**src/rtl/min_pkg.sv**
```systemverilog
// Shared definitions for the minimum pipeline and its window tracker:
// default width, unsigned two-input minimum, and parameter legality check.
package min_pkg;

  localparam int DW_DEF = 8;
  localparam int MAXW   = 32;

  // Ties return a, so a running value stays put when an equal sample arrives.
  function automatic logic [MAXW-1:0] min_u(input logic [MAXW-1:0] a,
                                            input logic [MAXW-1:0] b);
    return (b < a) ? b : a;
  endfunction

  function automatic bit cfg_ok(input int win, input int depth);
    return (win >= 1) && (win <= 255) && (depth >= 2) &&
           ((depth & (depth - 1)) == 0);
  endfunction

endpackage

```
**src/rtl/min_res_fifo.sv**
```systemverilog
// Synchronous result FIFO with occupancy count; head reads as 0 when empty.
module min_res_fifo #(
  parameter int DW    = 8,
  parameter int DEPTH = 4
) (
  input  logic                     clk,
  input  logic                     rst_n,
  input  logic                     push,
  input  logic                     pop,
  input  logic [DW-1:0]            wr_data,
  output logic [DW-1:0]            rd_data,
  output logic [$clog2(DEPTH):0]   level,
  output logic                     full,
  output logic                     empty
);

  localparam int AW = $clog2(DEPTH);
  localparam int LW = AW + 1;

  logic [DW-1:0] mem [DEPTH];
  logic [AW-1:0] wr_ptr;
  logic [AW-1:0] rd_ptr;
  logic          do_push;
  logic          do_pop;

  assign empty   = (level == '0);
  assign full    = (level == LW'(DEPTH));
  assign do_pop  = pop && !empty;
  // A full FIFO still accepts a write when the head leaves in the same cycle.
  assign do_push = push && (!full || do_pop);
  assign rd_data = empty ? '0 : mem[rd_ptr];

  always_ff @(posedge clk) begin
    if (do_push) mem[wr_ptr] <= wr_data;
  end

  always_ff @(posedge clk or negedge rst_n) begin
    if (!rst_n) begin
      wr_ptr <= '0;
      rd_ptr <= '0;
      level  <= '0;
    end else begin
      if (do_push) wr_ptr <= wr_ptr + AW'(1);
      if (do_pop)  rd_ptr <= rd_ptr + AW'(1);
      case ({do_push, do_pop})
        2'b10:   level <= level + LW'(1);
        2'b01:   level <= level - LW'(1);
        default: level <= level;
      endcase
    end
  end

endmodule

```
**src/rtl/min_window_track.sv**
```systemverilog
// Reduces every WIN valid samples to their minimum and queues the results
// toward a valid/ready consumer, flagging results lost to a full queue.
module min_window_track
  import min_pkg::*;
#(
  parameter int DW    = DW_DEF,
  parameter int WIN   = 4,
  parameter int DEPTH = 4
) (
  input  logic                     clk,
  input  logic                     rst_n,
  input  logic                     in_valid,
  input  logic [DW-1:0]            in_data,
  input  logic                     clear,
  output logic                     out_valid,
  output logic [DW-1:0]            out_data,
  input  logic                     out_ready,
  output logic [$clog2(DEPTH):0]   level,
  output logic                     ovf
);

  localparam int CW = (WIN > 1) ? $clog2(WIN) : 1;

  if (!cfg_ok(WIN, DEPTH)) begin : g_cfg_err
    $error("min_window_track: illegal WIN/DEPTH");
  end

  logic [CW-1:0] cnt;
  logic [DW-1:0] run_min;
  logic [DW-1:0] sample_min;
  logic [DW-1:0] win_res;
  logic          accept;
  logic          last;
  logic          push;
  logic          pop;
  logic          full;
  logic          empty;
  logic          drop;

  assign accept     = in_valid && !clear;
  assign last       = (cnt == CW'(WIN - 1));
  assign sample_min = DW'(min_u(MAXW'(run_min), MAXW'(in_data)));
  assign win_res    = (WIN == 1) ? in_data : sample_min;
  assign push       = accept && last;
  assign pop        = out_valid && out_ready;
  assign drop       = push && full && !pop;
  assign out_valid  = !empty;

  always_ff @(posedge clk or negedge rst_n) begin
    if (!rst_n) begin
      cnt     <= '0;
      run_min <= '0;
      ovf     <= 1'b0;
    end else if (clear) begin
      cnt <= '0;
      ovf <= 1'b0;
    end else begin
      if (in_valid) begin
        cnt     <= last ? '0 : cnt + CW'(1);
        run_min <= (cnt == '0) ? in_data : sample_min;
      end
      if (drop) ovf <= 1'b1;
    end
  end

  min_res_fifo #(
    .DW    (DW),
    .DEPTH (DEPTH)
  ) u_fifo (
    .clk     (clk),
    .rst_n   (rst_n),
    .push    (push),
    .pop     (pop),
    .wr_data (win_res),
    .rd_data (out_data),
    .level   (level),
    .full    (full),
    .empty   (empty)
  );

endmodule
```
**config.mk**
```make
export PLATFORM = sky130hd
export DESIGN_NAME = min_window_track
export DESIGN_NICKNAME = d
export VERILOG_FILES = /design/src/rtl/min_pkg.sv /design/src/rtl/min_res_fifo.sv /design/src/rtl/min_window_track.sv
export SDC_FILE = /design/constraint.sdc
export NUM_CORES = 1
export LEC_CHECK = 0
export ABC_AREA = 0
export BUFFER_PORTS_ARGS = -buffer_cell sky130_fd_sc_hd__buf_2
export CORE_MARGIN = 3
export CORE_UTILIZATION = 28
export DETAILED_ROUTE_END_ITERATION = 10
export SLEW_MARGIN = 20
export SYNTH_ARGS = -nofsm -noshare
export SYNTH_HDL_FRONTEND = slang
export SYNTH_HIERARCHICAL = 1
export SYNTH_SLANG_ARGS = --single-unit
```
**constraint.sdc**
```tcl
create_clock -name clk -period 3.1 [get_ports clk]
set_input_delay 0.465 -clock clk [delete_from_list [all_inputs] [get_ports clk]]
set_output_delay 0.465 -clock clk [all_outputs]
set_load 0.02 [all_outputs]
```
### Word-level counts from Yosys, hierarchy flattened

Memory sizes are Yosys's and may differ from the RTL's.
Index checks and enable logic that the tools add are counted.

| word-level totals | value |
|---|---|
| memories kept | 1 |
| flip-flop bits (word level) | 18 |
| bits of input ports | 13 |
| output and inout bits | 13 |
| bits in writable memories | 32 |

| cells by class | value |
|---|---|
| bitwise operators | 1 |
| magnitude comparators | 1 |
| eq/ne operators | 4 |
| reductions and logical operators | 18 |
| $add $sub $neg | 5 |
| muxes and demuxes | 11 |

Memory list:

| name | words | bits a word | rd ports | clocked after Yosys merged registers in | write ports | RTL line | source |
|---|---|---|---|---|---|---|---|
| u_fifo.mem | 4 | 8 | 1 | 0 | 1 | min_res_fifo.sv:20 | `logic [DW-1:0] mem [DEPTH];` |

Operators by type and width:

| cell | count |
|---|---|
| $mux W8 | 3 |
| $lt A8 B8 Y1 | 1 |
| $logic_and A1 B1 Y1 | 7 |
| $add A2 B1 Y2 const B | 3 |
| $mux W2 | 3 |
| $pmux W3 S2 | 1 |
| $reduce_bool A2 Y1 | 3 |
| $eq A2 B2 Y1 const B | 2 |
| $logic_not A1 Y1 | 4 |
| $mux W1 | 4 |
| $add A3 B1 Y3 const B | 1 |
| $eq A3 B3 Y1 const B | 1 |
| $logic_not A3 Y1 | 1 |
| $sub A3 B1 Y3 const B | 1 |
| $eq A2 B1 Y1 const B | 1 |
| $logic_not A2 Y1 | 1 |
| $reduce_and A2 Y1 | 1 |
| $logic_or A1 B1 Y1 | 1 |
| $not A1 Y1 | 1 |

### Logic depth before layout (Yosys ltp)

| depth | value |
|---|---|
| depth after elaboration | 8 |
| gate-level depth with buffers | 10 |
| gate-level depth less buffers | 9 |

### Hierarchy

Netlist, hierarchy kept.

Modules (own cells, without submodules):

| module | times used | area an instance (sq um) | seq. area each (sq um) | cells an instance |
|---|---|---|---|---|
| min_res_fifo | 1 | 1731.7 | 1136.1 | 105 |
| min_window_track | 1 | 775.7 | 275.3 | 72 |

### Worst setup path after synthesis

No wires, ideal clock.

| timing path | value |
|---|---|
| kind | reg-to-reg |
| start | register u_fifo.level[0] |
| end | register u_fifo.level[1] |
| stages on the path, launching flop included | 11 |
| buffers on the path | 1 |
| arrival time | 2.406 ns |
| clock period less this slack | 2.494 ns |
| slack | 0.606 ns |
| path through | dfrtp_1 or3_2 clkbuf_1 inv_1 nor2b_1 nor2b_1 nand2_1 fa_1 o21ba_2 o211ai_1 a22oi_1 |

| on the way | value |
|---|---|
| longest elaborated chain between the ends | 8 |
| elaborated cells between the ends (all ways) | 14 |
| those cells by class | add/sub (2); eq/ne (3); mux (1); reduce/logical (8) |

Ends and longest elaborated chain:

| item | RTL line | source |
|---|---|---|
| from (decl) | min_res_fifo.sv:12 | `output logic [$clog2(DEPTH):0] level,` |
| from (signal assigned) | min_res_fifo.sv:46 | `2'b10: level <= level + LW'(1);` |
| from (signal assigned) | min_res_fifo.sv:47 | `2'b01: level <= level - LW'(1);` |
| from (signal assigned) | min_res_fifo.sv:48 | `default: level <= level;` |
| $logic_not A3 Y1 (*) | min_res_fifo.sv:26 | `assign empty = (level == '0);` |
| net empty | min_window_track.sv:37 | `logic empty;` |
| $logic_not A1 Y1 (*) | min_window_track.sv:47 | `assign out_valid = !empty;` |
| $logic_and A1 B1 Y1 (*) | min_window_track.sv:45 | `assign pop = out_valid && out_ready;` |
| net pop | min_window_track.sv:35 | `logic pop;` |
| $logic_and A1 B1 Y1 (*) | min_res_fifo.sv:28 | `assign do_pop = pop && !empty;` |
| $logic_or A1 B1 Y1 | min_res_fifo.sv:30 | `assign do_push = push && (!full \|\| do_pop);` |
| $logic_and A1 B1 Y1 | min_res_fifo.sv:30 |  |
| $eq A2 B1 Y1 or $eq A2 B2 Y1 (tied branches) | min_res_fifo.sv:45 | `case ({do_push, do_pop})` |
| $pmux W3 S2 or $reduce_bool A2 Y1 (tied branches) | n/a |  |

The timed path passes the listed nets; every way through them passes the cells marked *.
A chain may end at the register's enable or synchronous reset.

### Final worst setup path

| timing path | value |
|---|---|
| start | register u_fifo.level[2] |
| end | register u_fifo.level[1] |

Same word-level chain as after synthesis.

==> qor.log <==
INFO  timing         final.period_utilization=85.3%
INFO  final_layout   final_cell_count_no_fill=311
INFO  critical_path  critical_path_arrival=2860ps
INFO  final_layout   mostFrequentLayoutCell=sky130_fd_sc_hd__edfxtp_1
INFO  floorplanning  ios=26
INFO  global_route   grt_max_degree=19
INFO  synth          post_synthesis_net_count=204
INFO  route          detail_route.iter0.violations=70
INFO  global_route   number_of_global_route_vias_before_repair=1,463
INFO  final_layout   fin_area=2860um^2
INFO  timing         hold_viol=0
INFO  synth          syn-mean-instance-area=14.2um^2
INFO  placed_design  dp.cells=303
INFO  floorplanning  fp.coreArea=8460um^2
INFO  critical_path  worst_r2r_startpoint=u_fifo/level[2]$_DFFE_PN0P_
INFO  timing         grt_setup_unrepaired=false
INFO  cts            cts.hold.buffers_added=0
INFO  cts            post-cts-setup-buffer-count=0
INFO  power          peakVddDrop=0.316mV
INFO  floorplanning  num_rows=33
INFO  flow_run       maxCapViolations=0
INFO  cts            worstSkewPairLatency=300ps
INFO  timing         timing.final.max_slew_violations=0
INFO  placed_design  dpl.hpwl=3220um
INFO  synth          number_of_synthesized_flops_with_an_enable_pin=32
INFO  global_route   grt_first_pass_wirelength=7270um
INFO  status         outcome=complete, no violations
INFO  cts            cts-htree-levels=2
INFO  route          post_drt_via_cell_ratio=4.54
INFO  timing         tns=0ps
INFO  final_layout   antenna-diode-count=0
INFO  cts            cts_root_buf=sky130_fd_sc_hd__clkbuf_8
INFO  synth          synth_seq_cells=50
INFO  final_layout   layout_common_cells=sky130_fd_sc_hd__edfxtp_1, sky130_fd_sc_hd__buf_2, sky130_fd_sc_hd__inv_1
INFO  synth          synth_top_area_share=38.3%
INFO  critical_path  worst-r2r-setup-slack=450ps
INFO  timing         worst-slew-pin-transition=586ps
INFO  timing         fin_crit=2650ps
INFO  floorplanning  initial_utilization=29.6%
INFO  global_route   number_of_antenna_violations_at_the_first_check_in_global_routing=0
INFO  floorplanning  fp.dieH=101um
INFO  critical_path  critPathKind=reg -> reg
INFO  power          power.density_cell_area=880nW/um^2
INFO  synth          synth.distinct_cells=42
INFO  final_layout   nNetsFinal=232
INFO  final_layout   drive_gt1_share=34.0%
INFO  synth          synth.largest_area_cell=sky130_fd_sc_hd__edfxtp_1
INFO  cts            cts.clk_slew.worst_paths=90ps
INFO  critical_path  crit_end_category=register
INFO  final_layout   area.growth.synth_to_final=14.0%
INFO  power          total_power=2.52mW
INFO  critical_path  worst_ep_required_time=3320ps
INFO  timing         hold_ws=89.6ps
INFO  placed_design  gpl.final_weighted_congestion=0.755
INFO  critical_path  rr_worst_depth=9
INFO  global_route   grt-ovfl-total=0
INFO  synth          ys_async_sr_fraction=36.0%
INFO  global_route   total_routing_resource_utilization_after_global_routing=9.38%
INFO  synth          ys_top_cells_by_area=sky130_fd_sc_hd__edfxtp_1, sky130_fd_sc_hd__dfrtp_1, sky130_fd_sc_hd__mux2_2
INFO  cts            number_of_sinks_on_the_clock_net=50
INFO  route          drtPass1Iterations=4
INFO  route          drt-met1-wl=2200um
INFO  critical_path  timing.rr.end=u_fifo/level[1]$_DFFE_PN0P_
INFO  critical_path  critPathMaxFanout=12
INFO  synth          netlist_area=2510um^2
INFO  timing         layout_skew=5.53ps
INFO  route          postRouteWirelength=4440um
INFO  placed_design  io_buffers=25
INFO  cts            numCtsBuffers=5
INFO  cts            number_of_buffers_on_the_longest_clock_path=2
INFO  min_path       min_path_type=in -> async
INFO  final_layout   fillerInstances=821
INFO  synth          synthFlopType=sky130_fd_sc_hd__edfxtp_1
INFO  route          highest_metal_layer_with_signal_wires=met4
INFO  power          leakage=1.14nW
INFO  synth          syn-instance-count=177
INFO  critical_path  crit_path_start_kind=register
INFO  floorplanning  horiz_die_dim=101um
INFO  synth          synth_seq_area_share=56.3%
INFO  route          route.antenna.remaining_nets=0
INFO  route          drt_drc_violations_left=0
INFO  placed_design  placed_area=2740um^2
INFO  route          route.vias.total=1,412
INFO  route          detail_route.wl_per_cell=14.3um
INFO  timing         timing.max_slew.rel_slack=60.9%
INFO  synth          synthesis.yosys.warnings=6
INFO  route          met3RoutedLength=139um
INFO  cts            tritoncts_clock_tree=done
INFO  floorplanning  dieArea=10,100um^2
INFO  route          met2_wirelength=2060um
INFO  timing         max_freq=0.378GHz
INFO  timing         final_setup_violation_count=0
==> layer usage <==
| metal | vias to the layer above | GRT usage [%] |
|---|---|---|
| met1 | 693 | 12.8 |
| met4 | 0 | 3.11 |
| li1 | 692 | - |
| met3 | 4 | 2.28 |
| met5 | - | 0 |
| met2 | 23 | 14.6 |
==> state kept, by name (all words and copies together), names as in the netlist <==
signal	flops
cnt	2
u_fifo/mem	32
ovf	1
u_fifo/rd_ptr	2
run_min	8
u_fifo/wr_ptr	2
u_fifo/level	3
==> cells by family after synthesis <==
| group | share of synthesized area (%) |
|---|---|
| flip-flops | 56.3 |
| AND/OR/NAND/NOR | 8.98 |
| multiplexers | 15.4 |
| buffers and inverters | 3.99 |
| AO/OA/AOI/OAI | 6.34 |
| adder cells (fa/ha/maj) | 7.29 |
| XOR/XNOR | 1.75 |
==> where the power goes <==
part / internal [mW] / leakage, nW / switching [mW]
registers: 0.879 / 0.506 / 0.134
clock network: 0.240 / 0.0504 / 0.225
logic: 0.490 / 0.587 / 0.549
==> worst max-delay path, stage by stage (launching register included) <==
cell and delay, ps:
sky130_fd_sc_hd__dfrtp_1 450, sky130_fd_sc_hd__or3_2 280, sky130_fd_sc_hd__inv_1 90, sky130_fd_sc_hd__nor2b_2 410, sky130_fd_sc_hd__nor2b_1 270, sky130_fd_sc_hd__nand2_1 100
sky130_fd_sc_hd__fa_1 450, sky130_fd_sc_hd__o21ba_2 240, sky130_fd_sc_hd__o211ai_1 70, sky130_fd_sc_hd__a22oi_1 190
==> final cells by class <==
| class | instances | area [um^2] | area share, % |
|---|---|---|---|
| Clock inverter | 3 | 45.0 | 1.58 |
| Sequential cell | 50 | 1410 | 49.4 |
| Clock buffer | 5 | 68.8 | 2.41 |
| Multi-Input combinational cell | 103 | 998 | 34.9 |
| Timing Repair Buffer | 26 | 133 | 4.64 |
| Inverter | 19 | 71.3 | 2.49 |
| Tap cell | 105 | 131 | 4.60 |
==> Yosys cell counts, types with 2 or more instances <==
cell type                  count
sky130_fd_sc_hd__buf_2         2
sky130_fd_sc_hd__dfrtp_1      18
sky130_fd_sc_hd__o211ai_1      2
sky130_fd_sc_hd__xor2_1        2
sky130_fd_sc_hd__o21ai_0       4
sky130_fd_sc_hd__edfxtp_1     32
sky130_fd_sc_hd__ha_1         13
sky130_fd_sc_hd__clkbuf_1      2
sky130_fd_sc_hd__a21oi_1       2
sky130_fd_sc_hd__nand2_1       3
sky130_fd_sc_hd__mux4_2        8
sky130_fd_sc_hd__nand3_1       2
sky130_fd_sc_hd__mux2_2       16
sky130_fd_sc_hd__nand3b_1      2
sky130_fd_sc_hd__nor2b_1       4
sky130_fd_sc_hd__inv_1        19
sky130_fd_sc_hd__and2_1        9
sky130_fd_sc_hd__nor2_1        8
sky130_fd_sc_hd__xnor2_1       3
sky130_fd_sc_hd__and2_2        4
==> how the worst max path moves through the flow <==
stage,end,cells past startpoint,start
6_report,u_fifo/level[1]$_DFFE_PN0P_,9,u_fifo/level[2]$_DFFE_PN0P_
5_1_grt,u_fifo/level[1]$_DFFE_PN0P_,9,u_fifo/level[2]$_DFFE_PN0P_
4_1_cts,u_fifo/level[1]$_DFFE_PN0P_,9,u_fifo/level[2]$_DFFE_PN0P_
3_5_place_dp,u_fifo/level[1]$_DFFE_PN0P_,9,u_fifo/level[2]$_DFFE_PN0P_
3_3_place_gp,u_fifo/level[1]$_DFFE_PN0P_,9,u_fifo/level[2]$_DFFE_PN0P_
2_1_floorplan,u_fifo/level[1]$_DFFE_PN0P_,10,u_fifo/level[0]$_DFFE_PN0P_
==> timing repair <==
| action | 4_1_cts | 5_1_grt |
|---|---|---|
| resized for setup | 0 | 1 |
| endpoints found under the setup margin | 0 | 1 |
| endpoints found under the hold margin | 0 | 0 |
==> per-stage QoR <==
stage	setup WS, ps	util (%)
2_1_floorplan	606	-
3_3_place_gp	332	32.4
3_5_place_dp	212	32.4
4_1_cts	193	33.7
5_1_grt	218	33.8
6_report	455	33.8
Power figures use the tool's default switching activity.
